## src/rtl/spi_peripheral_pkg.sv

```systemverilog
// Shared SPI transaction types and per-mode bit-count helpers.
package spi_types;

  typedef enum logic [2:0] {
    WRITE_8         = 3'd0,
    WRITE_16        = 3'd1,
    WRITE_8_READ_8  = 3'd2,
    WRITE_8_READ_16 = 3'd3,
    WRITE_8_READ_24 = 3'd4
  } spi_transaction_t;

  function automatic logic mode_valid(input logic [2:0] m);
    return m <= 3'd4;
  endfunction

  function automatic logic [4:0] rx_bits_m1(input spi_transaction_t m);
    return (m == WRITE_16) ? 5'd15 : 5'd7;
  endfunction

  function automatic logic [4:0] tx_bits_m1(input spi_transaction_t m);
    case (m)
      WRITE_8_READ_8:  return 5'd7;
      WRITE_8_READ_16: return 5'd15;
      WRITE_8_READ_24: return 5'd23;
      default:         return 5'd0;
    endcase
  endfunction

endpackage

```

## src/rtl/spi_peripheral_edge.sv

```systemverilog
// Input sampler plus rise/fall detect. SPI_PERIPHERAL_SYNC_EN adds a metastability flop.
module spi_edge_detect (
  input  logic clk,
  input  logic rst,
  input  logic d,
  output logic rise,
  output logic fall
);

`ifdef SPI_PERIPHERAL_SYNC_EN
  logic meta_q, samp_q, prev_q;
  always_ff @(posedge clk) begin
    if (rst) begin
      meta_q <= 1'b0;
      samp_q <= 1'b0;
      prev_q <= 1'b0;
    end else begin
      meta_q <= d;
      samp_q <= meta_q;
      prev_q <= samp_q;
    end
  end
`else
  logic samp_q, prev_q;
  always_ff @(posedge clk) begin
    if (rst) begin
      samp_q <= 1'b0;
      prev_q <= 1'b0;
    end else begin
      samp_q <= d;
      prev_q <= samp_q;
    end
  end
`endif

  assign rise = samp_q & ~prev_q;
  assign fall = ~samp_q & prev_q;

endmodule

```

## src/rtl/spi_peripheral.sv

```systemverilog
// SPI mode-0 peripheral: receives an 8/16-bit word, optionally returns 8/16/24 read bits.
// Build option SPI_PERIPHERAL_SYNC_EN selects two-flop input synchronisers.
module spi_peripheral import spi_types::*; (
  input  logic             clk,
  input  logic             rst,
  input  logic             sclk,
  input  logic             csb,
  input  logic             mosi,
  output logic             miso,
  input  spi_transaction_t spi_mode,
  input  logic             i_valid,
  input  logic [23:0]      i_data,
  output logic             i_ready,
  output logic             o_valid,
  output logic [15:0]      o_data,
  output logic             o_error
);

  typedef enum logic [2:0] {S_IDLE, S_RXING, S_RX_DONE, S_TXING, S_ERROR} state_t;

  state_t           state_q, state_d;
  spi_transaction_t mode_q, mode_d;
  logic [4:0]       cnt_q, cnt_d;
  logic [15:0]      rx_q, rx_d, o_data_q, o_data_d;
  logic [23:0]      tx_q, tx_d, buf_q, buf_d;
  logic             buf_full_q, buf_full_d, tx_arm_q, tx_arm_d, tx_done_q, tx_done_d;
  logic             miso_q, miso_d, o_valid_q, o_valid_d, o_error_q, o_error_d;
  logic             sclk_rise, sclk_fall, csb_rise, csb_fall, take;

  spi_edge_detect u_sclk (.clk(clk), .rst(rst), .d(sclk), .rise(sclk_rise), .fall(sclk_fall));
  spi_edge_detect u_csb  (.clk(clk), .rst(rst), .d(csb),  .rise(csb_rise),  .fall(csb_fall));

  // mosi gets the same sampling depth as sclk so it lines up with sclk_rise
`ifdef SPI_PERIPHERAL_SYNC_EN
  logic mosi_meta_q, mosi_q;
  always_ff @(posedge clk) begin
    if (rst) begin
      mosi_meta_q <= 1'b0;
      mosi_q      <= 1'b0;
    end else begin
      mosi_meta_q <= mosi;
      mosi_q      <= mosi_meta_q;
    end
  end
`else
  logic mosi_q;
  always_ff @(posedge clk) begin
    if (rst) mosi_q <= 1'b0;
    else     mosi_q <= mosi;
  end
`endif

  assign i_ready = ~buf_full_q & (state_q != S_TXING);
  assign take    = i_valid & i_ready;

  always_comb begin
    state_d    = state_q;
    mode_d     = mode_q;
    cnt_d      = cnt_q;
    rx_d       = rx_q;
    tx_d       = tx_q;
    tx_arm_d   = tx_arm_q;
    tx_done_d  = tx_done_q;
    o_data_d   = o_data_q;
    o_valid_d  = 1'b0;
    o_error_d  = 1'b0;
    buf_d      = take ? i_data : buf_q;
    buf_full_d = buf_full_q | take;
    case (state_q)
      S_IDLE: if (csb_fall) begin
        if (mode_valid(spi_mode)) begin
          state_d = S_RXING;
          mode_d  = spi_mode;
          cnt_d   = rx_bits_m1(spi_mode);
          rx_d    = '0;
        end else begin
          state_d = S_ERROR;
        end
      end
      S_RXING: if (csb_rise) begin
        state_d   = S_IDLE;
        o_error_d = 1'b1;
      end else if (sclk_rise) begin
        rx_d = {rx_q[14:0], mosi_q};
        if (cnt_q == 5'd0) begin
          state_d   = S_RX_DONE;
          o_valid_d = 1'b1;
          o_data_d  = {rx_q[14:0], mosi_q};
        end else begin
          cnt_d = cnt_q - 5'd1;
        end
      end
      S_RX_DONE: if (mode_q == WRITE_8 || mode_q == WRITE_16) begin
        if (csb_rise) state_d = S_IDLE;
      end else begin
        state_d    = S_TXING;
        cnt_d      = tx_bits_m1(mode_q);
        tx_arm_d   = 1'b1;
        tx_done_d  = 1'b0;
        buf_full_d = 1'b0;
        if (buf_full_q)  tx_d = buf_q;
        else if (take)   tx_d = i_data;
        else begin
          tx_d      = '0;
          o_error_d = 1'b1;
        end
      end
      S_TXING: if (csb_rise) begin
        state_d   = S_IDLE;
        o_error_d = ~tx_done_q;
      end else if (sclk_fall && !tx_done_q) begin
        // the fall closing the last write bit only arms the shifter
        if (tx_arm_q)            tx_arm_d  = 1'b0;
        else if (cnt_q == 5'd0)  tx_done_d = 1'b1;
        else                     cnt_d     = cnt_q - 5'd1;
      end
      S_ERROR: ;
      default: state_d = S_IDLE;
    endcase
    miso_d = (state_d == S_TXING && !tx_done_d) ? tx_d[cnt_d] : 1'b0;
  end

  always_ff @(posedge clk) begin
    if (rst) begin
      state_q    <= S_IDLE;
      mode_q     <= WRITE_8;
      cnt_q      <= '0;
      rx_q       <= '0;
      tx_q       <= '0;
      buf_q      <= '0;
      buf_full_q <= 1'b0;
      tx_arm_q   <= 1'b0;
      tx_done_q  <= 1'b0;
      miso_q     <= 1'b0;
      o_valid_q  <= 1'b0;
      o_data_q   <= '0;
      o_error_q  <= 1'b0;
    end else begin
      state_q    <= state_d;
      mode_q     <= mode_d;
      cnt_q      <= cnt_d;
      rx_q       <= rx_d;
      tx_q       <= tx_d;
      buf_q      <= buf_d;
      buf_full_q <= buf_full_d;
      tx_arm_q   <= tx_arm_d;
      tx_done_q  <= tx_done_d;
      miso_q     <= miso_d;
      o_valid_q  <= o_valid_d;
      o_data_q   <= o_data_d;
      o_error_q  <= o_error_d;
    end
  end

  assign miso    = miso_q;
  assign o_valid = o_valid_q;
  assign o_data  = o_data_q;
  assign o_error = o_error_q;

endmodule

```

## config.mk

```make
export PLATFORM = sky130hd
export DESIGN_NAME = spi_peripheral
export DESIGN_NICKNAME = d
export VERILOG_FILES = /design/src/rtl/spi_peripheral_pkg.sv /design/src/rtl/spi_peripheral_edge.sv /design/src/rtl/spi_peripheral.sv
export SDC_FILE = /design/constraint.sdc
export NUM_CORES = 1
export LEC_CHECK = 0
export ABC_AREA = 1
export CAP_MARGIN = 40
export CORE_MARGIN = 5
export CORE_UTILIZATION = 35
export CTS_CLUSTER_SIZE = 16
export DETAILED_ROUTE_END_ITERATION = 16
export GPL_TIMING_DRIVEN = 0
export PLACE_DENSITY = 0.5
export SKIP_LAST_GASP = 1
export SLEW_MARGIN = 20
export SYNTH_ARGS = -nofsm -noshare
export SYNTH_HDL_FRONTEND = slang
export SYNTH_SLANG_ARGS = --single-unit
```

## constraint.sdc

```tcl
create_clock -name clk -period 2.6 [get_ports clk]
set_input_delay 0.26 -clock clk [delete_from_list [all_inputs] [get_ports clk]]
set_output_delay 0.26 -clock clk [all_outputs]
set_load 0.03 [all_outputs]
```

After elaboration in Yosys (flattened, before gate mapping)
Index checks and enable logic that the tools add are counted.
{ "totals": {"output_inout_bits": 20, "elab_cells": 122, "register_bits": 101, "in_bits": 33} }
{ "op_classes": {"magnitude_cmp": 2, "eq_ne": 18, "bitwise_logic": 17, "reduce_logical": 16, "mux": 50, "add_sub_neg": 1} }
{ "op_table": {"columns": ["operator", "n"], "rows": [
  ["$mux W24", 4],
  ["$mux W15", 4],
  ["$mux W5", 9],
  ["$pmux W15 S2", 1],
  ["$mux W3", 7],
  ["$pmux W5 S4", 1],
  ["$mux W1", 17],
  ["$eq A3 B2 Y1 const B", 5],
  ["$pmux W3 S5", 1],
  ["$pmux W5 S3", 1],
  ["$ne A2 B2 Y1 const B", 7],
  ["$not A1 Y1", 10],
  ["$eq A3 B1 Y1 const B", 3],
  ["$reduce_and A4 Y1", 2],
  ["$and A1 B1 Y1", 6],
  ["$eq A3 B3 Y1 const B", 2],
  ["$logic_not A3 Y1", 2],
  ["$lt A5 B6 Y1 const B", 1],
  ["$bmux W1 S5", 1],
  ["$logic_not A5 Y1", 1],
  ["$reduce_and A5 Y1", 1],
  ["$sub A5 B1 Y5 const B", 1],
  ["$mux W4", 1],
  ["$pmux W1 S2", 2],
  ["11 further kinds", 14]
]} }

Logic depth before layout (Yosys ltp)
Gate-level depths: netlist (run 1).
{ "depth": {"ltp_word": 10, "mapped_depth": 18, "mapped_depth_nobuf": 16} }

Modules after synthesis
From an unflattened synthesis (run 1), not the netlist that was laid out.
{ "hier_totals": {"hier_cells": 652, "area_unflattened_um2": 4594.4} }
{ "by_module_without_submodules": {"columns": ["module", "cells_each", "seq_area_each_um2", "area_each_um2", "instances"], "rows": [
  ["spi_peripheral", 634, 1941.9, 4461.8, 1],
  ["spi_edge_detect", 9, 40.0, 66.3, 2]
]} }

Least setup slack after synthesis (run 1)
Ideal clock, no wire load.
{ "synth_timing": {"kind": "reg-to-reg", "start": "register cnt_q[1]", "end": "register miso_q, in the netlist miso", "t_required_ns": 2.530, "n_path_buf": 1, "synth_period_minus_slack_ns": 1.864, "t_arrival_ns": 1.794, "stages_incl_launch_ff": 15, "setup_ns": 0.070, "path_slack_ns": 0.736, "cell_sequence": "dfxtp_1 -> inv_1 -> ha_1 -> nand3_2 -> nand3_1 -> nand2_1 -> nand3_1 -> nand2_1 -> nand2_2 -> buf_6 -> o211ai_1 -> nand3_1 -> nand2_1 -> nand3_1 -> a21oi_1"} }
{ "synth_between": {"elab_chain_len": 10, "word_cells_on_any_way": 28, "cone_classes": "1 x add/sub; 1 x eq/ne; 21 x mux; 1 x bitwise; 4 x reduce/logical"} }
{ "synth_rtl": {"columns": ["element", "line_no", "rtl"], "rows": [
  ["start, declared", "spi_peripheral.sv:23", "logic [4:0] cnt_q, cnt_d;"],
  ["start signal, assigned", "spi_peripheral.sv:141", "cnt_q <= cnt_d;"],
  ["parallel branches: the longest is 10 deep, another holds $sub A5 B1 Y5", null, null],
  ["end signal, assigned", "spi_peripheral.sv:148", "miso_q <= miso_d;"],
  ["end, declared", "spi_peripheral.sv:27", "logic miso_q, miso_d, o_valid_q, o_valid_d, o_error_q, o_error_d;"]
]} }
Several ways; the timed one is not identified. The select of a mux whose other input is x is not followed.
A chain may end at the register's enable or synchronous reset.

Worst setup path in the final report (run 1)
{ "layout_timing": {"start": "register buf_full_q", "end": "output port i_ready"} }
{ "layout_between": {"elab_chain_len": 2} }
{ "layout_rtl": {"columns": ["element", "line_no", "rtl"], "rows": [
  ["start, declared", "spi_peripheral.sv:26", "logic buf_full_q, buf_full_d, tx_arm_q, tx_arm_d, tx_done_q, tx_done_d;"],
  ["start signal, assigned", "spi_peripheral.sv:145", "buf_full_q <= buf_full_d;"],
  ["$not A1 Y1", "spi_peripheral.sv:53", "assign i_ready = ~buf_full_q & (state_q != S_TXING);"],
  ["$and A1 B1 Y1", "spi_peripheral.sv:53", null],
  ["end, declared", "spi_peripheral.sv:13", "output logic i_ready,"]
]} }
No other way between the ends.

==> flow_summary.ini, run 1 <==
[floorplan]
coreArea_mm2 = 0.0125
die_w_um = 122
die_area_mm2 = 0.0150
ios = 53
die_h_um = 122
start_util_pct = 35.3
rows = 41

[worst_setup_path]
arrival_ns = 2.20
path_max_fanout = 10
regToRegSetupSlack_ns = 0.24
startpoint_type = register
criticalPathCategory = reg2out
end_kind = output port
required_ns = 2.34

[power]
cellPowerDensity_mw_per_mm2 = 617
power.total_w = 0.00339
peakVddDrop_mv = 0.454
leakage_nw = 2.22

[clocking]
cts_tree = yes
ctsLongestPathBuffers = 2
cts.clk_slew.worst_paths_ns = 0.06
cts_max_level = 3
cts_sinks = 101
cts_buffers = 9
insertion_delay_ns = 0.35
ctsHoldBuffers = 0
root_buffer = clkbuf_16

[sta]
drv_slew = 0
period_share_pct = 94.8
clock_skew_ns = 0.0104
hold_viol_final = 0
grt_setup_unrepaired = true
tightest_slew_ns = 0.647
finalHoldWorstSlack_ns = 0.423
final-setup-viol-count = 0
fin_crit_ns = 2.46
relSlewSlack_pct = 56.9
fin_ws_ns = 0.136
clock.fmax_mhz = 406

[layout]
n_antenna_cell = 0
layout_commonest_cell = nand2_1
layout-drive-gt1-share_pct = 7.33
fin_nets = 725
fin_cells = 868
syn2layout_area_growth_pct = 24.4
mostFrequentLayoutCells = nand2_1, dfxtp_1, nor2_1, a21oi_1, nand3_1
post-route-util_pct = 43.9

[hold_path]
min_path_type = in2reg

[synth]
yosysSeqAreaShare_pct = 45.8
ys_warn_count = 0
syn_inst = 627
ys_ff_latch = 101
yosysUniqueCellTypes = 37
netlist_area_mm2 = 0.00442
synth_nets = 661
syn_area_per_cell_um2 = 7.04

[grt]
overflow = 0
grt_use_total_pct = 17.5
grt_max_degree = 19
grt_pass1_wl_um = 20500
grt_pass1_vias = 4133
grt_antenna_before_repair = 0

[drt]
first_pass_iters = 5
drcViolationCount = 0
dr_wl_met3_um = 600
highest_layer = met4
routed-wl-met2_um = 5400
detail_route.wl_per_cell_um = 14.3
vias_per_cell = 4.91
via_count = 4265
drt_iter0_drc = 343
routed_wl_um = 12400
drt-met1-wl_um = 6230
antenna_left = 0

[placement]
port_buffers = 51
gp_congestion = 0.874
dp.cells = 850
dp_hpwl_um = 9030
pre_cts_ws_ns = -0.141

[outcome]
status = complete, no violations

[job]
drv_cap = 0
==> state kept, by name, indices dropped and copies added (netlist names), 3 cells and up <==
name / cells
buf_q: 24
tx_q: 24
o_data: 16
rx_q: 15
cnt_q: 5
mode_q: 3
state_q: 3
==> repair_timing <==
item                                   in CTS  in global routing
pin swaps                                   0                  1
buffers inserted                            0                  2
endpoints found under the hold margin       0                  0
resized for setup                           1                  4
setup endpoints to repair                   1                 11
==> where the power goes <==
group	internal [W]	switching, W
logic	0.000132	0.000224
registers	0.00158	0.0000212
clock network	0.000790	0.000638
total	0.00250	0.000883
==> cell usage after synthesis <==
cell | instances | share of area (%)
nand3_1 | 54 | 6.1
nand2_2 | 3 | 0.43
o21ai_0 | 43 | 4.9
nand3b_1 | 2 | 0.34
o211ai_1 | 2 | 0.34
buf_6 | 2 | 0.51
nor2_1 | 100 | 8.5
a211oi_1 | 1 | 0.17
a21oi_1 | 74 | 8.4
a22o_1 | 1 | 0.20
ha_1 | 1 | 0.28
buf_2 | 6 | 0.68
inv_1 | 35 | 3.0
o41ai_1 | 1 | 0.20
xor2_1 | 1 | 0.20
clkbuf_1 | 18 | 1.5
a31oi_1 | 1 | 0.14
a21oi_2 | 1 | 0.20
inv_2 | 6 | 0.51
nand3_4 | 1 | 0.40
clkinv_1 | 1 | 0.085
nor2_4 | 1 | 0.26
nor3_4 | 1 | 0.37
nor3_1 | 5 | 0.57
nand2_1 | 139 | 12
o21a_1 | 5 | 0.85
buf_4 | 4 | 0.68
o21ai_2 | 1 | 0.20
a21boi_0 | 1 | 0.17
o21ai_1 | 4 | 0.45
dfxtp_1 | 101 | 46
buf_1 | 2 | 0.17
o2111ai_1 | 2 | 0.40
o221ai_1 | 1 | 0.20
nand3_2 | 2 | 0.45
nand4_1 | 1 | 0.14
nor2_2 | 3 | 0.43
==> logic make-up (layout without fill, tap and decap cells) <==
| kind of cell | count (synthesis) | in the layout | synth area share, % |
|---|---|---|---|
| compound gates | 138 | 138 | 16.8 |
| xor+xnor | 1 | 1 | 0.198 |
| fa+ha+maj | 1 | 1 | 0.283 |
| buf+inv | 74 | 143 | 7.14 |
| flops | 101 | 101 | 45.8 |
| simple gates | 312 | 312 | 29.8 |
==> path summary, 6_finish.rpt <==
kind                            depth (start not counted)                        to                      from
worst max-delay path                                    4                   i_ready     buf_full_q$_SDFF_PP0_
worst min-delay path                                    2     buf_full_q$_SDFF_PP0_                       rst
worst max register to register                          9   o_data[11]$_SDFFE_PP0P_     state_q[0]$_SDFF_PP0_
worst min register to register                          2  u_sclk.prev_q$_SDFF_PP0_  u_sclk.samp_q$_SDFF_PP0_
==> critical path: stages (launching register included) <==
cell and delay [ns]:
dfxtp_1 0.30, clkbuf_1 0.46, clkbuf_2 0.39, nor2_1 0.10, clkdlybuf4s50_1 0.60
==> through the flow <==
stage	setup TNS (ns)	cell area, um^2
final	0	5490
after detailed placement	-0.141	5140
after floorplan	0	4420
after CTS	0	5460
after global placement	-0.112	5140
after global routing	-0.0410	5490
==> final cells by class <==
cell class,instances,area [um^2]
Tap cell,172,215
Clock buffer,10,239
Buffer,32,159
Timing Repair Buffer,53,526
Inverter,42,158
Sequential cell,101,2020
Clock inverter,6,80.1
Multi-Input combinational cell,452,2090
Fill cell,1357,7030
==> metal layers <==
metal / GRT usage, % / up-vias
met1: 24.5 / 1980
met4: 5.53 / 0
li1: - / 2177
met3: 4.47 / 14
met2: 26.3 / 94
met5: 0 / -
(Power assumes the default switching activity.)
==> inputs of run 2 (changes only) <==
Settings changed: CORE_UTILIZATION 35 to 55, PLACE_DENSITY 0.5 to 0.75.
==> run 2 against run 1 <==
Net effect:
- total power shrank 14%
- worst setup slack improved by 0.054 ns
- clock power is 33% lower
- critical path type unchanged
- via count is 0.98% higher
- clock skew is 0.0016 ns higher
- core utilization up 24 points
- non-clock buffer count decreased by 1
- critical endpoint unchanged
- combinational power down 2%
- count of clock-buffer cells in the layout unchanged
- first-iteration DRC count decreased by 16%
- sequential power hardly changed
==> flow_summary.ini, run 2 (synthesized netlist as in run 1, its figures left out) <==
[drt]
routed_wl_um = 11300
detail_route.wl_per_cell_um = 14.2
antenna_left = 0
via_count = 4307
drt_iter0_drc = 287
drcViolationCount = 0
first_pass_iters = 5
vias_per_cell = 5.40

[clocking]
cts_buffers = 9
ctsHoldBuffers = 0
insertion_delay_ns = 0.37
cts_sinks = 101
root_buffer = clkbuf_8
cts_tree = yes
ctsLongestPathBuffers = 2
cts.clk_slew.worst_paths_ns = 0.10
cts_max_level = 3

[layout]
n_antenna_cell = 0
syn2layout_area_growth_pct = 19.2
multi_input_area_mm2 = 0.00209
layout-drive-gt1-share_pct = 7.05
n_fill_cell = 684
mostFrequentLayoutCells = nand2_1, dfxtp_1, nor2_1, a21oi_1, nand3_1
fin_area_mm2 = 0.00526
register_area_mm2 = 0.00202
fin_cells = 797
fin_nets = 724
layout_commonest_cell = nand2_1

[sta]
finalHoldWorstSlack_ns = 0.405
fin_crit_ns = 2.41
clock.fmax_mhz = 415
grt_setup_unrepaired = false
hold_viol_final = 0
drv_slew = 0
clock_skew_ns = 0.0121
final-setup-viol-count = 0
period_share_pct = 92.7
relSlewSlack_pct = 49.7
tightest_slew_ns = 0.748
finalSetupTns_ns = 0

[worst_setup_path]
reg2reg_depth = 12
arrival_ns = 2.15
criticalPathCategory = reg2out
end_kind = output port
regToRegSetupSlack_ns = 0.20
timing.rr.start = state_q[1]$_SDFF_PP0_
required_ns = 2.34
reg2reg_to = miso$_SDFF_PP0_
startpoint_type = register
path_max_fanout = 10

[outcome]
status = complete, no violations

[floorplan]
die_area_mm2 = 0.00992
die_h_um = 99.6
die_w_um = 99.6
start_util_pct = 56.8
ios = 53
rows = 32
coreArea_mm2 = 0.00777

[hold_path]
min_path_type = in2reg
min_path_cells = 2
worst_hold_startpoint = rst
min_to = buf_full_q$_SDFF_PP0_

[placement]
gp_congestion = 0.881
port_buffers = 51
dp.cells = 780
dp_hpwl_um = 8410
placed_cell_area_mm2 = 0.00505

[grt]
grt_max_degree = 20
overflow = 0
grt_pass1_vias = 4075
grt_pass1_wl_um = 18900
grt_antenna_before_repair = 0
grt_use_total_pct = 23.3

[power]
peakVddDrop_mv = 0.420
leakage_nw = 2.14
cellPowerDensity_mw_per_mm2 = 553

[job]
drv_cap = 0
==> run 2: power by group <==
part / total [W] / switching, W / leakage, nW / internal (W)
Clock: 0.000957 / 0.000581 / 0.0937 / 0.000375
Combinational: 0.000348 / 0.000218 / 1.23 / 0.000130
Sequential: 0.00160 / 0.0000218 / 0.819 / 0.00158
Total: 0.00291 / 0.000821 / 2.14 / 0.00209
==> run 2: layout make-up <==
class	count	share of cell area [%]
repair buffers	52	9.84
well taps	102	2.42
clock inverters	6	1.21
inverters	42	3.00
clock buffers	10	2.42
multi-input cells	452	39.7
plain buffers	32	3.02
flip-flops and latches	101	38.4
==> run 2: how the worst max path moves through the flow <==
stage	endpoint	cells after the start	slack, ns	from
4_1_cts	o_data[10]$_SDFFE_PP0P_	9	0.03	state_q[0]$_SDFF_PP0_
5_1_grt	miso$_SDFF_PP0_	16	0.01	state_q[0]$_SDFF_PP0_
3_5_place_dp	miso$_SDFF_PP0_	10	-0.002	spi_mode[0]
3_3_place_gp	miso$_SDFF_PP0_	10	0.01	spi_mode[0]
2_1_floorplan	miso$_SDFF_PP0_	14	0.74	cnt_q[1]$_SDFF_PP0_
6_report	i_ready	4	0.19	buf_full_q$_SDFF_PP0_
==> run 2: worst max-delay path: stages, from the launching register on <==
cell,delay [ns]
dfxtp_1,0.32
clkbuf_1,0.43
clkbuf_2,0.35
nor2_1,0.08
clkdlybuf4s50_1,0.60
==> run 2: repair_timing <==
item,4_1_cts,5_1_grt
endpoints found under the hold margin,0,0
gates resized for setup,0,4
setup endpoints to repair,0,12
buffers inserted,0,1
==> run 2: per-stage QoR <==
stage	setup WS, ns	utilization (%)	total power (W)
finish	0.190	67.8	0.00291
global route	0.0135	67.8	0.00304
CTS	0.0251	67.5	0.00292
detailed placement	-0.00202	65.1	0.00198
global placement	0.0131	65.1	0.00197
floorplan	0.736	-	0.00185
==> run 2: routing by layer <==
layer  part of all wire, %  GRT usage, %  up-vias
li1                      -             -     2182
met1                    46          31.9     1979
met2                    46          37.2      128
met3                   5.7          3.79       18
met4                   2.0          8.51        0
met5                     0             0        -
==> inputs of run 3 (changes only) <==
Settings changed: DONT_BUFFER_PORTS set to 1, PLACE_DENSITY 0.75 to 0.66.
==> run 3 against run 2 <==
Net effect:
- critical path depth rose by 6
- global-route usage up 0.23 points
- largest cell class unchanged
- first-iteration DRC count shrank 19%
- routed wire length down 0.30%
==> flow_summary.ini, run 3 (synthesized netlist as in run 1, its figures left out) <==
[outcome]
status = complete, no violations

[placement]
dp.cells = 729
placed_cell_area_mm2 = 0.00454
gp_congestion = 0.898
dp_hpwl_um = 8130
port_buffers = 0

[clocking]
cts_max_level = 3
cts.clk_slew.worst_paths_ns = 0.10
insertion_delay_ns = 0.36
cts_buffers = 9
cts_sinks = 101
root_buffer = clkbuf_8
cts_tree = yes
ctsLongestPathBuffers = 2

[power]
peakVddDrop_mv = 0.410
cellPowerDensity_mw_per_mm2 = 609
leakage_nw = 1.99

[drt]
vias_per_cell = 5.55
routed_wl_um = 11300
detail_route.wl_per_cell_um = 15.0
via_count = 4176
antenna_left = 0
drt_iter0_drc = 233
first_pass_iters = 7
drcViolationCount = 0

[worst_setup_path]
path_max_fanout = 10
arrival_ns = 2.60
cp_slowest_stage_delay_ns = 0.49
end_kind = register
startpoint_type = register
path_cells = clkbuf_1 > clkbuf_1 > a21oi_1 > a21oi_1 > inv_1 > o211ai_1 > nand3_1 > nand2_1 > nand3_1 > a21oi_1
criticalPathCategory = reg2reg
path_common_cell = a21oi_1
crit_slowest_cell = clkbuf_1
reg2reg_depth = 10
required_ns = 2.90

[floorplan]
rows = 32
ios = 53
die_h_um = 99.6
start_util_pct = 56.8
die_area_mm2 = 0.00992
coreArea_mm2 = 0.00777
die_w_um = 99.6

[sta]
fin_crit_ns = 2.30
tightest_slew_ns = 0.643
period_share_pct = 88.4
hold_viol_final = 0
finalHoldWorstSlack_ns = 0.0508
final-setup-viol-count = 0
relSlewSlack_pct = 57.1
clock_skew_ns = 0.00970
clock.fmax_mhz = 435
drv_slew = 0

[layout]
fin_nets = 679
n_fill_cell = 728
n_antenna_cell = 0
fin_cells = 752
layout_commonest_cell = nand2_1
mostFrequentLayoutCells = nand2_1, dfxtp_1, nor2_1, a21oi_1, nand3_1
fin_area_mm2 = 0.00482
syn2layout_area_growth_pct = 9.18
layout-drive-gt1-share_pct = 8.00
post-route-util_pct = 62.1

[grt]
grt_pass1_vias = 4036
overflow = 0
grt_pass1_wl_um = 19000
grt_max_degree = 19
grt_use_total_pct = 23.6
grt_antenna_before_repair = 0

[job]
drv_cap = 0

[hold_path]
min_path_cells = 2
min_path_type = in2reg
run 3: cell types whose count changed in the layout (fill, tap and decap cells not counted):
| cell | delta |
|---|---|
| clkinv_4 | +3 |
| dlygate4sd3_1 | +3 |
| clkbuf_2 | -1 |
| clkinv_8 | -1 |
| clkdlybuf4s50_1 | -51 |
| inv_6 | -1 |
| a21boi_0 | -1 |
| inv_8 | -1 |
| buf_4 | +3 |
| a21boi_1 | +1 |
| bufinv_16 | +1 |
run 3: path summary, 6_finish.rpt:
kind                         endpoint  slack (ns)                      from
min            buf_q[22]$_SDFFE_PP0N_        0.05                i_data[22]
min reg2reg  u_sclk.prev_q$_SDFF_PP0_        0.47  u_sclk.samp_q$_SDFF_PP0_
max                   miso$_SDFF_PP0_        0.30     buf_full_q$_SDFF_PP0_
max reg2reg           miso$_SDFF_PP0_        0.30     buf_full_q$_SDFF_PP0_
run 3: routing by layer:
layer	wire length [um]	global-route usage [%]	vias to the layer above
li1	-	-	2090
met5	0	0	-
met1	5300	31.9	1959
met4	197	7.98	0
met2	5170	37.2	113
met3	628	5.19	14
run 3: layout make-up:
class / count / area (um^2) / share of cell area (%)
flip-flops and latches: 101 / 2020 / 41.9
multi-input cells: 452 / 2090 / 43.3
clock buffers: 9 / 124 / 2.57
clock inverters: 7 / 83.8 / 1.74
plain buffers: 32 / 158 / 3.27
repair buffers: 7 / 60.1 / 1.25
inverters: 42 / 158 / 3.27
well taps: 102 / 128 / 2.65
run 3: power by group:
part | switching (W) | internal [W] | leakage (nW)
Clock | 0.000575 | 0.000458 | 0.102
Combinational | 0.000207 | 0.0000898 | 1.06
Sequential | 0.0000244 | 0.00158 | 0.819
Total | 0.000806 | 0.00213 | 1.99
run 3: critical path, delay by kind of cell, from the launching register on:
family          cells  cell delay [ns]
buf+inv             3             1.05
compound gates      4             0.63
flops               1             0.32
simple gates        3             0.24
run 3: stage by stage:
| stage | worst slack (ns) | total power, W | setup TNS (ns) |
|---|---|---|---|
| floorplan | 0.736 | 0.00185 | 0 |
| global placement | 0.0242 | 0.00192 | 0 |
| detailed placement | -0.00639 | 0.00193 | -0.0123 |
| CTS | 0.198 | 0.00295 | 0 |
| global route | -0.0268 | 0.00308 | -0.0268 |
| finish | 0.302 | 0.00294 | 0 |
run 3: timing repair:
item	4_1_cts	5_1_grt
gates resized for setup	1	2
hold buffers	3	0
pin swaps	0	2
endpoints found under the setup margin	8	2
buffers inserted	0	4
endpoints found under the hold margin	3	0
gates cloned	0	0
